<file path="config.mk">
export PLATFORM = sky130hd
export DESIGN_NAME = serial_frame_tx
export DESIGN_NICKNAME = d
export VERILOG_FILES = /design/src/rtl/serial_frame_tx_pkg.sv /design/src/rtl/serial_frame_tx_piso_shift.sv /design/src/rtl/serial_frame_tx.sv
export SDC_FILE = /design/constraint.sdc
export NUM_CORES = 1
export LEC_CHECK = 0
export BUFFER_PORTS_ARGS = -buffer_cell sky130_fd_sc_hd__buf_2
export CAP_MARGIN = 0
export CORE_MARGIN = 2
export CORE_UTILIZATION = 58
export DETAILED_ROUTE_END_ITERATION = 8
export PLACE_DENSITY = 0.82
export SYNTH_ARGS = -nofsm -noshare
export SYNTH_HDL_FRONTEND = slang
export SYNTH_HIERARCHICAL = 1
export SYNTH_SLANG_ARGS = --single-unit
</file>
<file path="constraint.sdc">
create_clock -name clk -period 2.8 [get_ports clk]
set_clock_uncertainty 0.15 [all_clocks]
set_input_delay 0 -clock clk [delete_from_list [all_inputs] [get_ports clk]]
set_output_delay 0 -clock clk [all_outputs]
set_load 0.05 [all_outputs]
</file>
<file path="src/rtl/serial_frame_tx_pkg.sv">
// Shared definitions for the serial frame transmitter.
// The receiver reuses these state encodings and line levels.
package serial_frame_tx_pkg;

  typedef enum logic [2:0] {
    ST_IDLE   = 3'd0,
    ST_START  = 3'd1,
    ST_DATA   = 3'd2,
    ST_PARITY = 3'd3,
    ST_STOP   = 3'd4
  } tx_state_e;

  localparam logic IDLE_LEVEL  = 1'b1;
  localparam logic START_LEVEL = 1'b0;
  localparam logic STOP_LEVEL  = 1'b1;

endpackage

</file>
<file path="src/rtl/serial_frame_tx_piso_shift.sv">
// Parallel-in serial-out register: load a word, shift right, LSB is the serial bit.
module serial_frame_tx_piso_shift #(
  parameter int WIDTH = 8
) (
  input  logic             clk,
  input  logic             reset,
  input  logic             load,
  input  logic             shift,
  input  logic [WIDTH-1:0] load_data,
  output logic             bit_out
);

  logic [WIDTH-1:0] shreg;

  // Load has priority so a new word is never corrupted by a stale shift request.
  always_ff @(posedge clk) begin
    if (reset) begin
      shreg <= '0;
    end else if (load) begin
      shreg <= load_data;
    end else if (shift) begin
      shreg <= shreg >> 1;
    end
  end

  assign bit_out = shreg[0];

endmodule

</file>
<file path="src/rtl/serial_frame_tx.sv">
// Frame transmitter: start bit, data LSB first, optional even parity, stop bit.
// The line bit is registered from the next state, so it lines up with the FSM state.
module serial_frame_tx
  import serial_frame_tx_pkg::*;
#(
  parameter int WIDTH     = 8,
  parameter int PARITY_EN = 1
) (
  input  logic             clk,
  input  logic             reset,
  input  logic [WIDTH-1:0] in_data,
  input  logic             in_valid,
  output logic             in_ready,
  output logic             out,
  output logic             busy,
  output logic             tx_done
);

  localparam int CW = $clog2(WIDTH + 1);
  localparam logic [CW-1:0] LAST_BIT = CW'(WIDTH - 1);

  tx_state_e state, next_state;
  logic [CW-1:0] bit_cnt;
  logic parity;
  logic data_bit;
  logic accept;
  logic load;
  logic shift;
  logic out_next;

  serial_frame_tx_piso_shift #(.WIDTH(WIDTH)) u_piso (
    .clk       (clk),
    .reset     (reset),
    .load      (load),
    .shift     (shift),
    .load_data (in_data),
    .bit_out   (data_bit)
  );

  always_ff @(posedge clk) begin
    if (reset) state <= ST_IDLE;
    else       state <= next_state;
  end

  always_comb begin
    next_state = state;
    case (state)
      ST_IDLE:   if (accept) next_state = ST_START;
      ST_START:  next_state = ST_DATA;
      ST_DATA:   if (bit_cnt == LAST_BIT) next_state = (PARITY_EN != 0) ? ST_PARITY : ST_STOP;
      ST_PARITY: next_state = ST_STOP;
      ST_STOP:   next_state = ST_IDLE;
      default:   next_state = ST_IDLE;
    endcase
  end

  // A data bit is consumed on every edge that enters or stays in DATA.
  always_comb begin
    in_ready = (state == ST_IDLE);
    busy     = (state != ST_IDLE);
    tx_done  = (state == ST_STOP);
    accept   = in_valid && in_ready;
    load     = accept;
    shift    = (next_state == ST_DATA);
    out_next = IDLE_LEVEL;
    case (next_state)
      ST_IDLE:   out_next = IDLE_LEVEL;
      ST_START:  out_next = START_LEVEL;
      ST_DATA:   out_next = data_bit;
      ST_PARITY: out_next = parity;
      ST_STOP:   out_next = STOP_LEVEL;
      default:   out_next = IDLE_LEVEL;
    endcase
  end

  // Counter holds on the last data bit; parity already covers every bit by then.
  always_ff @(posedge clk) begin
    if (reset) begin
      out     <= IDLE_LEVEL;
      bit_cnt <= '0;
      parity  <= 1'b0;
    end else begin
      out <= out_next;
      if (load) begin
        bit_cnt <= '0;
        parity  <= 1'b0;
      end else if (shift) begin
        parity <= parity ^ data_bit;
        if (state == ST_DATA) bit_cnt <= bit_cnt + CW'(1);
        else                  bit_cnt <= '0;
      end
    end
  end

endmodule
</file>
==> metrics.cfg <==
[synth]
ys_types=36
ys_ff_latch=17
synth_top_cell_by_area=dfxtp_1
synth.most_common_cell=dfxtp_1
ys_top_cells_by_area=dfxtp_1 (37%), mux2i_1 (9.7%), a211oi_1 (5.7%)
avgSynthCellArea_um2=9.378
ys_dominant_reg_cell=dfxtp_1
synth-edff-count=0
syn_nets=111
ys_top_cells_by_count=dfxtp_1 (17), mux2i_1 (9), inv_1 (8)
synthArstFlopShare=0
netlist_instances=99
yosysTopAreaCellShare=0.3666
yosysWarnings=6
ys_seq_area_frac=0.3666
mappedNetlistArea_um2=928.4

[min_path]
hold_end=bit_cnt[2]
hold_start=in_valid
min_path_cells=4
hold_class=in2reg

[critical_path]
slowest_delay_ns=0.59
start_kind=flip-flop
arrival_ns=2.63
r2r_setup_slack_ns=0.27
path_max_fanout=13
critPathKind=reg2reg
reg2reg_depth=6
cp_cell_sequence=xnor2_1, nor3_1, buf_4, mux2i_1, a211oi_1, dlygate4sd3_1
critPathSlowestCell=dfxtp_1
crit_path_end_kind=flip-flop
critPathRequiredTime_ns=2.90
cp_num_buf_inv=2
crit_family=buffers and inverters
reg2reg_from=state[1]
reg2reg_to=u_piso/shreg[3]

[route]
wirelength_um=2381
drc_errors=0
via_count=887
drt_iter0_drc=15
via_per_inst=6.075
ant_nets=0
first_pass_iters=4
wl_per_cell_um=16.31

[cts]
cts_tree=yes
clkSinkCount=17
htreeDepth=1
cts_resized=0
clock_latency_ns=0.29
cts-root-buf=clkbuf_4
clockBufferDepth=2
cts_made_buffers=3
clk_pin_slew_ns=0.11

[floorplanning]
dieArea_mm2=0.001937
die_h_um=44.01
rows=14
core_mm2=0.001506
initial_core_util=0.6163
io_pins=15
chipWidth_um=44.01

[status]
status=completed

[sta]
setup_viol=0
period_share=0.9053
slew_headroom=0.6040
fin_setup_tns_ns=0
tightest_slew_ns=0.5932
period_needed_ns=2.535
hold_viol=0
fmaxAchievable_mhz=394.5
worst_slack_ns=0.2651
slew_viol_final=0
grt_setup_unrepaired=false

[grt]
grt-ovfl-total=0
grt_pass1_wl_um=3767
antenna_found_initial=0
grt_pass1_vias=853
grt_max_degree=21
track_usage=0.2642

[cells_and_area]
nNetsFinal=143
utilization=0.7882
multiInputGateArea_um2=514.2
drive_above_1_share=0.2000
num_antenna_cells=0
register_area_um2=340.3
final_area_mm2=0.001187
fillers=105
syn_to_final_growth_pct=27.90

[placed_design]
place_congestion=0.8487
place_ws_ns=0.9154
dpl-instance-area_um2=989.7
place_hpwl_um=1339
port_buffers=14

[pwr]
finalPower_mw=0.6001
ir_worst_vdd_uv=321.9
power.density_mw_per_mm2=505.4
p_leak_nw=0.4685

[run]
cap_violations=0

==> layer usage <==
layer,up-vias,GRT usage,share of wire
met4,0,0.1333,0.030
met5,-,0,0
met1,415,0.3087,0.42
met2,31,0.4588,0.50
li1,433,-,-
met3,8,0.04898,0.042
==> cell usage in the layout (no fill, tap or decap), types with 2 or more instances in the layout <==
cell / n
nor4b_1: 2
nor3b_1: 2
mux2i_1: 9
dfxtp_1: 17
nand3_1: 3
clkbuf_4: 3
o21ai_0: 2
nor2b_1: 7
buf_4: 2
nor3_1: 6
inv_1: 8
a21oi_1: 2
a211oi_1: 7
a31oi_1: 2
dlygate4sd3_1: 17
nor2_1: 2
nor4_1: 2
buf_2: 14
o311ai_0: 4
==> timing repair <==
item,4_1_cts,5_1_grt
setup buffers,0,0
endpoints found under the setup margin,0,0
hold buffers,17,0
hold endpoints to repair,11,0
==> cell type report <==
class / count / share of cell area
clock buffer: 3 / 0.01897
sequential: 17 / 0.2866
clock inverter: 1 / 0.004215
multi-input combinational: 68 / 0.4331
timing repair buffer: 33 / 0.2150
inverter: 8 / 0.02529
tap: 16 / 0.01686
==> power by group <==
part	leakage [nW]	switching, mW	total (mW)	internal (mW)
Sequential	0.139	0.0215	0.284	0.263
Combinational	0.311	0.0951	0.179	0.0840
Clock	0.0177	0.0837	0.137	0.0531
==> cell families (layout without fill, tap and decap cells) <==
logic type,Yosys count,after routing,synth area share
fa+ha+maj,1,1,0.01347
buf+inv,14,45,0.07951
compound gates,20,20,0.1577
flops,17,17,0.3666
xor+xnor,1,1,0.009436
mux,11,11,0.1253
simple gates,35,35,0.2480
==> how the worst max path moves through the flow <==
stage | from | slack, ns | end | cells past startpoint
global route | state[1] | 0.16 | u_piso/shreg[3] | 6
detailed placement | state[1] | 0.92 | u_piso/shreg[7] | 5
global placement | state[1] | 0.96 | u_piso/shreg[7] | 5
CTS | state[1] | 0.35 | u_piso/shreg[7] | 6
floorplan | state[2] | 0.30 | busy | 4
finish | state[1] | 0.27 | u_piso/shreg[3] | 6
==> stage by stage <==
stage	cells	hold slack (ns)
6_report	146	0.08755
5_1_grt	146	0.1471
4_1_cts	146	0.08819
3_5_place_dp	125	0.1062
3_3_place_gp	125	0.1001
2_1_floorplan	99	-0.07831
==> worst min-delay path: stages <==
cell,delay [ns]
buf_2,0.08
nor2_1,0.05
o311ai_0,0.27
mux2i_1,0.08
==> sequential cells by signal (all words and copies together) (netlist names) <==
| signal | cells |
|---|---|
| out | 1 |
| parity | 1 |
| bit_cnt | 4 |
| state | 3 |
| u_piso/shreg | 8 |
Note: power is estimated with default switching activity, not from simulation.
